### config.mk
export PLATFORM = sky130hd
export DESIGN_NAME = mem_port_arbiter
export DESIGN_NICKNAME = d
export VERILOG_FILES = /design/src/rtl/mem_port_arbiter.sv
export SDC_FILE = /design/constraint.sdc
export NUM_CORES = 1
export LEC_CHECK = 0
export ABC_AREA = 1
export BUFFER_PORTS_ARGS = -buffer_cell sky130_fd_sc_hd__buf_4
export CORE_AREA = 2 2 156 158
export DETAILED_ROUTE_END_ITERATION = 6
export DIE_AREA = 0 0 158 160
export PLACE_DENSITY = 0.57
export SETUP_SLACK_MARGIN = 0.15
export SLEW_MARGIN = 20
export SYNTH_ARGS = -nofsm -noshare
export SYNTH_HDL_FRONTEND = slang
export SYNTH_SLANG_ARGS = --single-unit
### constraint.sdc
create_clock -name clock -period 2.25 [get_ports clock]
set_input_delay 0.225 -clock clock [delete_from_list [all_inputs] [get_ports clock]]
set_output_delay 0.225 -clock clock [all_outputs]
set_load 0.005 [all_outputs]
### src/rtl/mem_port_arbiter.sv
// mem_port_arbiter
//
// Owns the single mainMem port and shares it between three requesters: the
// program loader (preload writes), instruction fetch and the data stage.
// After reset only the loader may write. Once the loader pulses load_done the
// block switches to a pipelined scheduler. That scheduler issues at most one
// access per cycle, returns read data to the right owner RD_LAT cycles later,
// and raises stall to fetch whenever fetch loses the port.
//
// Ports
//   clock, reset_n        rising-edge clock, synchronous active-low reset
//   load_req/addr/data    loader write request (LOAD state only)
//   load_done             one-cycle pulse, loader finished -> RUN
//   load_gnt              loader write placed on the port this cycle
//   if_req/if_addr        fetch read request and PC
//   if_gnt                fetch read placed on the port this cycle
//   if_valid/data/pc      instruction return, tagged with its PC
//   if_pc_start           constant START_ADDRESS, first PC after load
//   stall                 fetch must hold its PC this cycle
//   flush                 squash every fetch return still in flight
//   d_req/wr/addr/wdata   data load/store request
//   d_gnt                 data access placed on the port this cycle
//   d_valid/d_rdata       load data return
//   d_err                 misaligned data request rejected this cycle
//   mem_*                 mainMem port (addr, data_in, data_out, acc_size,
//                         wren, enable, busy)
//   dbg_state             current scheduler state (0 = LOAD, 1 = RUN)
//
// Handshake: a requester holds its req together with its address and data
// until it sees its gnt in the same cycle. gnt=1 means the access was driven
// on mem_* that cycle, so the requester may move on at the next edge.
// Returns cannot be back-pressured. A read granted in cycle t produces exactly
// one valid pulse in cycle t+RD_LAT, unless a flush squashes that fetch.

module mem_port_arbiter #(
  parameter logic [31:0] START_ADDRESS = 32'h80020000,
  parameter int          RD_LAT        = 1,
  parameter int          STARVE_MAX    = 4
) (
  input  logic        clock,
  input  logic        reset_n,
  input  logic        load_req,
  input  logic [31:0] load_addr,
  input  logic [31:0] load_data,
  input  logic        load_done,
  output logic        load_gnt,
  input  logic        if_req,
  input  logic [31:0] if_addr,
  output logic        if_gnt,
  output logic        if_valid,
  output logic [31:0] if_data,
  output logic [31:0] if_pc,
  output logic [31:0] if_pc_start,
  output logic        stall,
  input  logic        flush,
  input  logic        d_req,
  input  logic        d_wr,
  input  logic [31:0] d_addr,
  input  logic [31:0] d_wdata,
  output logic        d_gnt,
  output logic        d_valid,
  output logic [31:0] d_rdata,
  output logic        d_err,
  output logic [31:0] mem_addr,
  output logic [31:0] mem_data_in,
  input  logic [31:0] mem_data_out,
  output logic [1:0]  mem_acc_size,
  output logic        mem_wren,
  output logic        mem_enable,
  input  logic        mem_busy,
  output logic        dbg_state
);

  localparam int CNT_W = (STARVE_MAX < 1) ? 1 : $clog2(STARVE_MAX + 1);
  localparam int HEAD  = RD_LAT - 1;

  typedef enum logic {
    S_LOAD = 1'b0,
    S_RUN  = 1'b1
  } state_t;

  state_t             state_q, state_d;
  logic [CNT_W-1:0]   starve_q, starve_d;

  // Last values driven on the address/data pins. These are replayed whenever
  // nothing issues, so the port holds steady while idle or busy.
  logic [31:0]        addr_q, wdata_q;

  // Read tag pipe: one slot per cycle of memory latency. Slot HEAD lines up
  // with mem_data_out. f = owner is fetch, pc = PC carried for fetch returns.
  logic               pipe_v  [RD_LAT];
  logic               pipe_f  [RD_LAT];
  logic [31:0]        pipe_pc [RD_LAT];

  logic               push_v, push_f;
  logic               d_misaligned, d_ok, starve_full, fetch_forced;

  // Word accesses only: the low two address bits must be zero.
  assign d_misaligned = (d_addr[1:0] != 2'b00);
  assign d_ok         = d_req && !d_misaligned;
  assign starve_full  = (starve_q >= CNT_W'(STARVE_MAX));
  assign fetch_forced = if_req && starve_full;

  assign if_pc_start  = START_ADDRESS;
  assign mem_acc_size = 2'b00;
  assign dbg_state    = state_q;

  // ---------------------------------------------------------------------
  // Next state, grants and port drive
  // ---------------------------------------------------------------------
  always_comb begin
    state_d     = state_q;
    starve_d    = starve_q;
    load_gnt    = 1'b0;
    if_gnt      = 1'b0;
    d_gnt       = 1'b0;
    d_err       = 1'b0;
    stall       = 1'b1;
    mem_enable  = 1'b0;
    mem_wren    = 1'b0;
    mem_addr    = addr_q;
    mem_data_in = wdata_q;
    push_v      = 1'b0;
    push_f      = 1'b0;

    // Nothing may reach the port while reset is asserted, even though the
    // registers only clear at the edge.
    if (reset_n) begin
      case (state_q)
        S_LOAD: begin
          if (load_req && !mem_busy) begin
            load_gnt    = 1'b1;
            mem_enable  = 1'b1;
            mem_wren    = 1'b1;
            mem_addr    = load_addr;
            mem_data_in = load_data;
          end
          // A write offered with load_done is still issued above.
          if (load_done) begin
            state_d = S_RUN;
          end
        end

        S_RUN: begin
          d_err = d_req && d_misaligned;

          if (!mem_busy) begin
            // Data beats fetch, except when fetch has been passed over
            // STARVE_MAX times in a row. A rejected (misaligned) data
            // request leaves the port free for fetch in the same cycle.
            if (d_ok && !fetch_forced) begin
              d_gnt      = 1'b1;
              mem_enable = 1'b1;
              mem_wren   = d_wr;
              mem_addr   = d_addr;
              if (d_wr) begin
                mem_data_in = d_wdata;
              end
              // Stores complete on issue; only loads expect a return.
              push_v = !d_wr;
              push_f = 1'b0;
            end else if (if_req) begin
              if_gnt     = 1'b1;
              mem_enable = 1'b1;
              mem_wren   = 1'b0;
              mem_addr   = if_addr;
              push_v     = 1'b1;
              push_f     = 1'b1;
            end
          end

          stall = if_req && !if_gnt;

          // Count data grants taken while fetch was waiting. The count does
          // not change on cycles where busy blocks everything.
          if (!if_req || if_gnt) begin
            starve_d = '0;
          end else if (d_gnt && !starve_full) begin
            starve_d = starve_q + CNT_W'(1);
          end
        end

        default: begin
          state_d = S_LOAD;
        end
      endcase
    end
  end

  // ---------------------------------------------------------------------
  // State, hold registers and read tag pipe
  // ---------------------------------------------------------------------
  always_ff @(posedge clock) begin
    if (!reset_n) begin
      state_q  <= S_LOAD;
      starve_q <= '0;
      addr_q   <= '0;
      wdata_q  <= '0;
      for (int i = 0; i < RD_LAT; i++) begin
        pipe_v[i]  <= 1'b0;
        pipe_f[i]  <= 1'b0;
        pipe_pc[i] <= '0;
      end
    end else begin
      state_q  <= state_d;
      starve_q <= starve_d;
      addr_q   <= mem_addr;
      wdata_q  <= mem_data_in;

      // A fetch issued in the flush cycle belongs to the new stream, so the
      // slot being pushed is never squashed.
      pipe_v[0]  <= push_v;
      pipe_f[0]  <= push_f;
      pipe_pc[0] <= if_addr;

      // Older fetch tags die on flush; data tags are untouched.
      for (int i = 1; i < RD_LAT; i++) begin
        pipe_v[i]  <= pipe_v[i-1] && !(flush && pipe_f[i-1]);
        pipe_f[i]  <= pipe_f[i-1];
        pipe_pc[i] <= pipe_pc[i-1];
      end
    end
  end

  // ---------------------------------------------------------------------
  // Returns
  // ---------------------------------------------------------------------
  // The head slot is live in the same cycle mem_data_out carries its word.
  // A flush in that cycle also hides the head fetch return.
  assign if_valid = reset_n && pipe_v[HEAD] &&  pipe_f[HEAD] && !flush;
  assign d_valid  = reset_n && pipe_v[HEAD] && !pipe_f[HEAD];
  assign if_data  = if_valid ? mem_data_out  : '0;
  assign if_pc    = if_valid ? pipe_pc[HEAD] : '0;
  assign d_rdata  = d_valid  ? mem_data_out  : '0;

endmodule

### Word-level counts from Yosys, hierarchy flattened

Memories as Yosys holds them, arrays and structs flattened.
Index checks and enable logic that the tools add are counted.

| word-level totals | value |
|---|---|
| output and inout port bits | 204 |
| memories | 3 |
| memory bits (writable) | 34 |
| register bits after elaboration | 68 |

Memory list:

| name | words | width | rd ports | clocked after Yosys merged registers in | wr ports | line | RTL |
|---|---|---|---|---|---|---|---|
| pipe_pc | 1 | 32 | 1 | 0 | 1 | 93 | `logic [31:0] pipe_pc [RD_LAT];` |
| pipe_f | 1 | 1 | 1 | 0 | 1 | 92 | `logic pipe_f [RD_LAT];` |
| pipe_v | 1 | 1 | 1 | 0 | 1 | 91 | `logic pipe_v [RD_LAT];` |

| cells by class | value |
|---|---|
| order comparisons | 1 |
| add/subtract/negate cells | 1 |
| bitwise operators | 1 |
| reductions and logical operators | 27 |
| multiplexer cells | 61 |

Operators by type and width:

| kind | count |
|---|---|
| $mux 32 | 14 |
| $pmux 32 s2 | 2 |
| $mux 1 | 41 |
| $reduce_or 32->1 | 1 |
| $logic_and 1x1->1 | 11 |
| $logic_not 1->1 | 9 |
| $mux 3 | 2 |
| $pmux 1 s2 | 2 |
| $reduce_bool 2->1 | 2 |
| $add 3x1->3 const B | 1 |
| $ge 3x3->1 const B | 1 |
| $reduce_and 2->1 | 1 |
| $reduce_or 1->1 | 2 |
| $logic_or 1x1->1 | 1 |
| $not 1->1 | 1 |

### Logic depth before layout (Yosys ltp)

| depth | value |
|---|---|
| word-level depth | 12 |
| depth in mapped cells | 11 |
| gate-level depth less buffers | 9 |

### Worst setup path before layout

No wires, ideal clock.

| path | value |
|---|---|
| path kind | reg-to-output |
| start | register state_q (netlist: dbg_state) |
| end | output mem_data_in[10] |
| setup slack | 0.831 ns |
| data required time | 2.025 ns |
| stages on the path, launching flop included | 10 |
| arrival | 1.194 ns |
| cell sequence | dfxtp_1 buf_2 nand2_1 nor2_1 nor2_4 buf_2 nand2_1 nand2_1 nand2_1 nand2_1 |

| between the ends | value |
|---|---|
| longest elaborated chain between the ends | 3 |

RTL lines:

| item | line | RTL |
|---|---|---|
| start, declared | 82 | `state_t state_q, state_d;` |
| start signal, assigned | 205 | `state_q <= state_d;` |
| $not 1->1 | n/a |  |
| $pmux 32 s2 (*) | 129 | `case (state_q)` |
| $mux 32 (*) | 128 | `if (reset_n) begin` |
| end, declared | 65 | `output logic [31:0] mem_data_in,` |

Every way passes the cells marked *; elsewhere a longest branch is shown, timed or not.

### Final worst setup path

| path | value |
|---|---|
| start | register starve_q[2] |
| end | output mem_data_in[19] |

| between the ends | value |
|---|---|
| longest elaborated chain between the ends | 8 |

RTL lines:

| item | line | RTL |
|---|---|---|
| start, declared | 83 | `logic [CNT_W-1:0] starve_q, starve_d;` |
| start signal, assigned | 206 | `starve_q <= starve_d;` |
| $ge 3x3->1 | 101 | `assign starve_full = (starve_q >= CNT_W'(STARVE_MAX));` |
| $logic_and 1x1->1 | 102 | `assign fetch_forced = if_req && starve_full;` |
| $logic_not 1->1 | 151 | `if (d_ok && !fetch_forced) begin` |
| $logic_and 1x1->1 | 151 |  |
| $mux 32 | 151 |  |
| $mux 32 | 147 | `if (!mem_busy) begin` |
| $pmux 32 s2 | 129 |  |
| $mux 32 | 128 |  |

No other way between the ends.

==> impl_metrics.toml <==
[detailed_routing]
initialDrtViolationCount = 486
avgViaCountPerCell = 4.40
wire_per_inst_um = 15.6
drcViolationCount = 0
vias = 8378
antenna_left = 0
first_pass_iters = 5
drt_wl_total_um = 29700

[critical_path]
cp-end-kind = "output pin"
cp.required_ps = 2030
critical-path-max-stage-delay_ps = 340
startpoint = "starve_q[2]$_SDFFE_PN0P_"
r2r_end = "wdata_q[6]$_SDFF_PN0_"
cp.arrival_ps = 1840
cp_max_fo = 8
endpoint = "mem_data_in[19]"
crit_chain = "nand2_4, nand3_4, nor2_4, buf_12, clkbuf_16, nand3_1, nand2_1, inv_1, nand2_1, nand2_1, nand2_1, buf_4"
reg2reg_depth = 12
r2r_slack_ps = 750
slowest_stage = "dfxtp_2"
crit_top_cell = "nand2_1"
r2r_start = "starve_q[2]$_SDFFE_PN0P_"
worstSetupPathType = "flop to output pin"
cp-start-kind = "flop"

[synthesis]
synthTopCellsByArea = "dfxtp_1 (29%), nand2_1 (24%), inv_1 (13%), nor2_1 (5.6%), nand3_1 (4.7%)"
yosysSeqAreaShare_pct = 29.2
synthCells = 1224
ys_seq_elements = 102
async_flop_share_pct = 0
syn_area_per_cell_sq_um = 5.71
syn_area_sq_um = 6990
synth_top_area_share_pct = 29.2
synth.most_common_cell = "nand2_1"
synth_enable_flop_cells = 0
synth_area_leader_cell = "dfxtp_1"
synthTopCellsByCount = "nand2_1 (455), inv_1 (237), nor2_1 (104)"
synthFlopType = "dfxtp_1"
yosys_warnings = 0
synth_cell_types = 31

[pwr]
p_total_w = 0.00506
leakagePower_nw = 6.66
power_density_nw_per_um2 = 479
max-vdd-ir-drop_v = 0.000306

[sta]
rsz0062_at_grt = "true"
finalSetupViolCount = 0
fmax_mhz = 485
fin_skew_ps = 9.70
finalCritPeriodShare_pct = 91.6
totalNegativeSetupSlack_ps = 0
drv_slew = 0
finalCriticalPeriod_ps = 2060
holdWs_ps = 57.0
finalHoldViolCount = 0

[global_routing]
grt_pass1_wl_um = 42600
grt.total_usage_pct = 21.9
grt_overflow_total = 0
grt_pass1_vias = 7759
grt_max_degree = 66
antenna_found_initial = 1

[clock_network]
insertion_delay_ps = 360
clk_pin_slew_ps = 70
numCtsBuffers = 9
cts.sinks = 102
clockRootBuffer = "clkbuf_16"
clockBufferDepth = 2
cts_tree = "built"
h-tree-depth = 3

[placement]
dp_hpwl_um = 21100
place_congestion = 0.839
port_buffers = 370

[floorplanning]
die_w_um = 158
die_h_um = 160
io_pins = 405
rows = 57
dieArea_sq_um = 25300
core-area_sq_um = 23800
start_util_pct = 29.3

[status]
status = "completed"

[flow_run]
drv_cap = 0

[final_layout]
drive_gt1_share_pct = 29.2
syn_to_final_growth_pct = 51.2
final_nets = 1776
seq_area_sq_um = 2050
diodes = 0
fillers = 2623
multi_input_area_sq_um = 3600

[worst_hold_path]
min_path_type = "input pin to flop"
[registers in the layout (all words and copies together), names as in the netlist]
signal	flops
pipe_pc	32
addr_q	32
starve_q	3
dbg_state	1
pipe_v	1
pipe_f	1
wdata_q	32
[per-stage QoR]
| stage | cells | util (%) | cell area [sq um] | setup slack (ps) |
|---|---|---|---|---|
| floorplan | 1256 | - | 7110 | 831 |
| detailed placement | 1867 | 41.6 | 9920 | 226 |
| finish | 1902 | 44.4 | 10600 | 189 |
| CTS | 1886 | 43.4 | 10300 | 140 |
| global route | 1902 | 44.4 | 10600 | 88.9 |
| global placement | 1867 | 41.6 | 9920 | 190 |
[timing repair]
item,in CTS,in global routing
endpoints found under the setup margin,65,95
buffers inserted,2,12
hold buffers,0,0
pin swaps,2,16
hold endpoints to repair,0,0
gates cloned,2,4
gates resized for setup,10,21
[worst min-delay path by stage]
stage,depth (start not counted),endpoint,start
2_1_floorplan,2,pipe_pc[0][0]$_SDFF_PN0_,if_addr[0]
3_3_place_gp,3,pipe_pc[0][23]$_SDFF_PN0_,if_addr[23]
3_5_place_dp,3,pipe_pc[0][26]$_SDFF_PN0_,if_addr[26]
4_1_cts,3,pipe_pc[0][3]$_SDFF_PN0_,if_addr[3]
5_1_grt,3,pipe_pc[0][26]$_SDFF_PN0_,if_addr[26]
6_report,3,pipe_pc[0][29]$_SDFF_PN0_,if_addr[29]
[final cells by class]
cell class	instances	share of cell area (%)
Multi-Input combinational cell	805	34.1
Timing Repair Buffer	415	31.0
Sequential cell	102	19.4
Inverter	240	8.60
Tap cell	324	3.84
Clock buffer	10	2.26
Clock inverter	5	0.782
Timing Repair inverter	1	0.0710
[cells by family (layout without fill, tap and decap cells)]
family | count (synthesis) | count (layout) | share of synthesized area [%]
AO/OA/AOI/OAI | 72 | 72 | 6.43
AND/OR/NAND/NOR | 696 | 697 | 42.1
flip-flops | 102 | 102 | 29.2
adder cells (fa/ha/maj) | 1 | 1 | 0.179
other | 2 | 34 | 0.107
XOR/XNOR | 1 | 1 | 0.125
buffers and inverters | 350 | 671 | 21.9
[critical path: cells and delay by family, from the launching register on]
family | cells | cell delay [ps]
AND/OR/NAND/NOR | 8 | 700
buffers and inverters | 4 | 460
flip-flops | 1 | 340
[layer usage]
| metal | wire length (um) | global-route usage (%) | share of wire, % | vias up |
|---|---|---|---|---|
| li1 | - | - | - | 4284 |
| met4 | 725 | 7.37 | 2.4 | 2 |
| met5 | 13 | 0 | 0.044 | - |
| met3 | 2710 | 6.13 | 9.1 | 46 |
| met1 | 11400 | 25.0 | 39 | 3699 |
| met2 | 14800 | 38.9 | 50 | 347 |
[placed cells by master (no fill, tap or decap), types with 30 or more instances in the layout]
cell      netlist  layout
a22oi_1        31      31
nand3b_1       30      30
inv_1         237     234
nand2_1       455     448
dfxtp_1       102     100
buf_4          37     402
nor2_1        104     102
conb_1          2      34
nand4_1        31      31
nand3_1        66      64
[power by group]
group          internal [W]  switching, W  leakage [nW]
Clock               0.00101      0.000755         0.159
Sequential          0.00191     0.0000541         0.840
Combinational      0.000639      0.000695          5.66
Total               0.00356       0.00150          6.66
(Power assumes the default switching activity.)
